`config.mk`:
```
export PLATFORM = sky130hd
export DESIGN_NAME = ni_window_gen
export DESIGN_NICKNAME = d
export VERILOG_FILES = /design/src/rtl/ni_window_gen.sv
export SDC_FILE = /design/constraint.sdc
export NUM_CORES = 1
export LEC_CHECK = 0
export CELL_PAD_IN_SITES_DETAIL_PLACEMENT = 0
export CELL_PAD_IN_SITES_GLOBAL_PLACEMENT = 2
export CORE_MARGIN = 3
export CORE_UTILIZATION = 34
export CTS_BUF_LIST = sky130_fd_sc_hd__clkbuf_4 sky130_fd_sc_hd__clkbuf_8
export DETAILED_ROUTE_END_ITERATION = 10
export PLACE_DENSITY_LB_ADDON = 0.1
export SYNTH_ARGS = -nofsm -noshare
export SYNTH_HDL_FRONTEND = slang
export SYNTH_SLANG_ARGS = --single-unit
```
`constraint.sdc`:
```
create_clock -name clk -period 2.8 [get_ports clk]
set_input_delay 0.56 -clock clk [delete_from_list [all_inputs] [get_ports clk]]
set_output_delay 0.56 -clock clk [all_outputs]
set_load 0.005 [all_outputs]
```
`src/rtl/ni_window_gen.sv`:
```
// Window accumulator feeding the NIRD neighbourhood-intensity comparator.
// Define NI_WINDOW_SAT_EN to saturate sum_o instead of wrapping it.
module ni_window_gen #(
    parameter int WIDTH   = 10,
    parameter int WIN_LEN = 9,
    parameter int CENTER  = 4
) (
    input  logic             clk,
    input  logic             rst_n,
    input  logic             sof_i,
    input  logic             valid_i,
    input  logic [7:0]       pix_i,
    output logic [WIDTH-1:0] sum_o,
    output logic [23:0]      S_o,
    output logic             ovf_o,
    output logic             done_o,
    output logic             busy_o
);

    localparam int ACC_W = WIDTH + 8;
    localparam logic [7:0] LAST = 8'(WIN_LEN - 1);
    localparam logic [7:0] CTR  = 8'(CENTER);
    localparam logic [ACC_W-1:0] SUM_MAX = {{8{1'b0}}, {WIDTH{1'b1}}};

    typedef enum logic {IDLE, ACCUM} state_t;

    state_t           state_q, state_d;
    logic [7:0]       idx_q, idx_d;
    logic [ACC_W-1:0] acc_q, acc_d;
    logic [7:0]       ctr_q, ctr_d;
    logic [WIDTH-1:0] sum_q, sum_d;
    logic [23:0]      s_q, s_d;
    logic             ovf_q, ovf_d;
    logic             done_q, done_d;

    logic [7:0]       eff_idx;
    logic [ACC_W-1:0] eff_acc;
    logic [ACC_W-1:0] total;
    logic [7:0]       centre;

    always_comb begin
        state_d = state_q;
        idx_d   = idx_q;
        acc_d   = acc_q;
        ctr_d   = ctr_q;
        sum_d   = sum_q;
        s_d     = s_q;
        ovf_d   = ovf_q;
        done_d  = 1'b0;
        // sof_i clears the partial window before the current pixel lands
        eff_idx = sof_i ? '0 : idx_q;
        eff_acc = sof_i ? '0 : acc_q;
        total   = eff_acc + ACC_W'(pix_i);
        centre  = (CENTER == WIN_LEN - 1) ? pix_i : ctr_q;
        if (sof_i) begin
            state_d = IDLE;
            idx_d   = '0;
            acc_d   = '0;
        end
        if (valid_i) begin
            if (eff_idx == CTR) ctr_d = pix_i;
            unique case (1'b1)
                (eff_idx == 8'd0): begin
                    acc_d   = ACC_W'(pix_i);
                    idx_d   = 8'd1;
                    state_d = ACCUM;
                end
                (eff_idx == LAST): begin
`ifdef NI_WINDOW_SAT_EN
                    sum_d = (total > SUM_MAX) ? {WIDTH{1'b1}} : total[WIDTH-1:0];
`else
                    sum_d = total[WIDTH-1:0];
`endif
                    s_d     = {centre, 16'h0000};
                    ovf_d   = (total > SUM_MAX);
                    done_d  = 1'b1;
                    acc_d   = '0;
                    idx_d   = '0;
                    state_d = IDLE;
                end
                default: begin
                    acc_d = total;
                    idx_d = eff_idx + 8'd1;
                end
            endcase
        end
    end

    always_ff @(posedge clk or negedge rst_n) begin
        if (!rst_n) begin
            state_q <= IDLE;
            idx_q   <= '0;
            acc_q   <= '0;
            ctr_q   <= '0;
            sum_q   <= '0;
            s_q     <= '0;
            ovf_q   <= 1'b0;
            done_q  <= 1'b0;
        end else begin
            state_q <= state_d;
            idx_q   <= idx_d;
            acc_q   <= acc_d;
            ctr_q   <= ctr_d;
            sum_q   <= sum_d;
            s_q     <= s_d;
            ovf_q   <= ovf_d;
            done_q  <= done_d;
        end
    end

    assign sum_o  = sum_q;
    assign S_o    = s_q;
    assign ovf_o  = ovf_q;
    assign done_o = done_q;
    assign busy_o = (state_q == ACCUM);

endmodule

```
==> impl_metrics.csv <==
group,metric,value,unit
critical_path,path_buf_inv,3,
synth,synth_sequential_area_ratio,0.433,
clock_tree,cts_tree,"built",
synth,ys_warn_count,0,
final_layout,antenna_cells,0,
clock_tree,cts_root_buf,"clkbuf_8",
synth,yosysTopAreaCell,"dfrtp_1",
clock_tree,cts.path.max_buffers,2,
synth,ys.flop_type,"dfrtp_1",
detailed_routing,routedWlPerCell,15.0,um
clock_tree,worstSkewPairLatency,300,ps
die,core_area,8890,um2
clock_tree,hold_buffers,0,
timing,relSlewSlack,0.551,
final_layout,finish.instance_area,4220,um2
synth,synth_edf_count,0,
timing,slew_viol_final,0,
detailed_routing,drt-pass1-iter-count,4,
power_and_ir_drop,vdd_drop_max,242,uV
critical_path,crit_required,2990,ps
critical_path,cp-start-kind,"input pin",
detailed_routing,ant_nets,0,
timing,rsz0062_at_grt,"false",
placement,portBuffers,32,
critical_path,worstSetupEndpointType,"flip-flop",
synth,yosysTopAreaCellShare,0.433,
synth,yosys.cell_count.top_type,"nand2_1",
timing,fin_crit,2720,ps
critical_path,path_class,"in2reg",
timing,fmax,367,MHz
clock_tree,cts_sinks,55,
placement,placed_area,4070,um2
critical_path,cp_data_arrival_time,2910,ps
global_routing,first_global_vias,2765,
global_routing,antenna_found_initial,0,
clock_tree,cts_made_buffers,5,
die,num_io_pins,49,
clock_tree,cts_htree_levels,2,
critical_path,rr_worst_depth,8,
global_routing,grt_max_degree,29,
critical_path,critical_path_peak_fanout,4,
synth,synth_async_sr_flop_share,1.00,
global_routing,gr-total-overflow,0,
timing,worstMarginPinSlew,674,ps
synth,synth.top_cells.by_area,"dfrtp_1, nand2_1, o21ai_0, buf_4, ha_1",
power_and_ir_drop,powerDensity,399,nW/um2
final_layout,layout-drive-gt1-share,0.232,
detailed_routing,detail_route.wirelength,8420,um
synth,avgSynthCellArea,8.80,um2
clock_tree,post_cts_buffers,0,
final_layout,nets,476,
critical_path,path_delay_family,"compound AO/OA/AOI/OAI gates",
placement,hpwlAfterDp,6220,um
clock_tree,path_clk_slew,90,ps
timing,fin_crit_sh,0.972,
timing,finalHoldViolations,0,
timing,setup_violations,0,
job,max_cap_viol_count,0,
timing,fin_skew,7.80,ps
detailed_routing,drtIter0Drc,65,
die,die_w,103,um
die,rows,34,
synth,synthTopCellsByCount,"nand2_1, dfrtp_1, nor2_1, o21ai_0, a21oi_1",
critical_path,cp.depth,10,
synth,netlist_instances,361,
critical_path,r2r_slack,380,ps
power_and_ir_drop,leakage,2.00,nW
die,initial_core_util,0.357,
synth,synth_seq_cells,55,
die,die_y,103,um
detailed_routing,via_count,2803,
die,dieArea,10500,um2
global_routing,grt_pass1_wl,13800,um
synth,synth_area,3180,um2
critical_path,worst_path_max_delay_cell,"a311o_1",
global_routing,gr-usage-all-layers,0.168,
status,run_status,"completed",
critical_path,cp_slowest_stage_delay,330,ps
synth,synth_cell_type_count,47,
critical_path,path_cells,"dlygate4sd2_1 > bufbuf_16 > nor2b_2 > ha_4 > buf_4 > o21a_1 > and4bb_1 > or3_1 > a311o_1 > o31a_1",
worst_hold_path,hp-class,"in2async",
detailed_routing,via_per_inst,5.01,
placement,gp_congestion,0.804,
final_layout,fin_util,0.475,
final_layout,layout-area-overhead-vs-synth,32.8,%
detailed_routing,drc,0,
cells by family after synthesis:
family	Yosys count	synth area share
AO/OA/AOI/OAI	84	0.160
XOR/XNOR	13	0.0358
adder cells (fa/ha/maj)	11	0.0457
buffers and inverters	36	0.0650
flip-flops	55	0.433
multiplexers	11	0.0386
other	1	0.00118
AND/OR/NAND/NOR	150	0.221
report_power, final:
part           total [mW]  leakage [nW]  internal (mW)  switching, mW
clock network       0.420        0.0361          0.167          0.253
registers           0.831         0.747          0.821        0.00992
logic               0.432          1.22          0.218          0.214
layout by cell type, fill, tap and decap left out, drive strengths merged, types with 8 or more instances in the layout:
cell,synthesis,layout
mux2,10,10
dfrtp,55,55
o21ai,26,26
conb,1,16
nor2b,14,14
ha,10,10
clkdlybuf4s50,0,30
nand2,71,71
a31oi,10,10
nand3,11,11
a21oi,21,21
buf,18,69
nor2,26,26
xnor2,8,8
layer usage:
layer  track usage  part of all wire  vias to the layer above
met4        0.0414             0.012                        0
li1              -                 -                     1407
met5             0                 0                        -
met2         0.269              0.46                       47
met1         0.239              0.49                     1340
met3        0.0264             0.036                        9
what timing repair did:
item / CTS / global route
endpoints found under the setup margin: 3 / 2
cloned: 1 / 0
gates resized for setup: 4 / 8
pin swaps: 3 / 3
sequential cells by signal, summed over array words and instances (netlist names):
signal	flops
done_o	1
ovf_o	1
S_o	8
acc_q	18
idx_q	8
sum_o	10
centre	8
busy_o	1
worst register-to-register path, stage by stage, from the launching register on:
cell,delay (ps)
dfrtp_1,370
nor2b_2,150
ha_1,300
o21a_1,170
o21a_1,190
and4bb_1,220
or3_1,300
a311o_1,330
o31a_1,280
cell type report:
| type | count | area (um2) |
|---|---|---|
| flip-flops and latches | 55 | 1380 |
| multi-input cells | 285 | 1720 |
| clock inverters | 1 | 7.51 |
| clock buffers | 5 | 68.8 |
| inverters | 5 | 18.8 |
| well taps | 108 | 135 |
| repair buffers | 101 | 895 |
| fillers | 894 | 4670 |
final timing paths:
check	from	end
worst min-delay path	rst_n	sum_o[9]
worst max register to register	acc_q[4]	ovf_o
min in group clk	S_o[18]	S_o[18]
worst min register to register	S_o[18]	S_o[18]
max in group asynchronous	rst_n	idx_q[2]
worst max-delay path	sof_i	ovf_o
stage by stage:
| stage | instances | setup TNS (ps) | hold slack [ps] | power, mW | setup WS, ps |
|---|---|---|---|---|---|
| after global placement | 553 | -4430 | 448 | 1.26 | -378 |
| after global routing | 560 | 0 | 334 | 1.78 | 1.37 |
| after floorplan | 376 | 0 | 264 | 1.07 | 3.87 |
| final | 560 | 0 | 284 | 1.68 | 77.7 |
| after CTS | 560 | 0 | 296 | 1.71 | 40.3 |
| after detailed placement | 553 | -5220 | 454 | 1.26 | -414 |
Power figures use the tool's default switching activity.
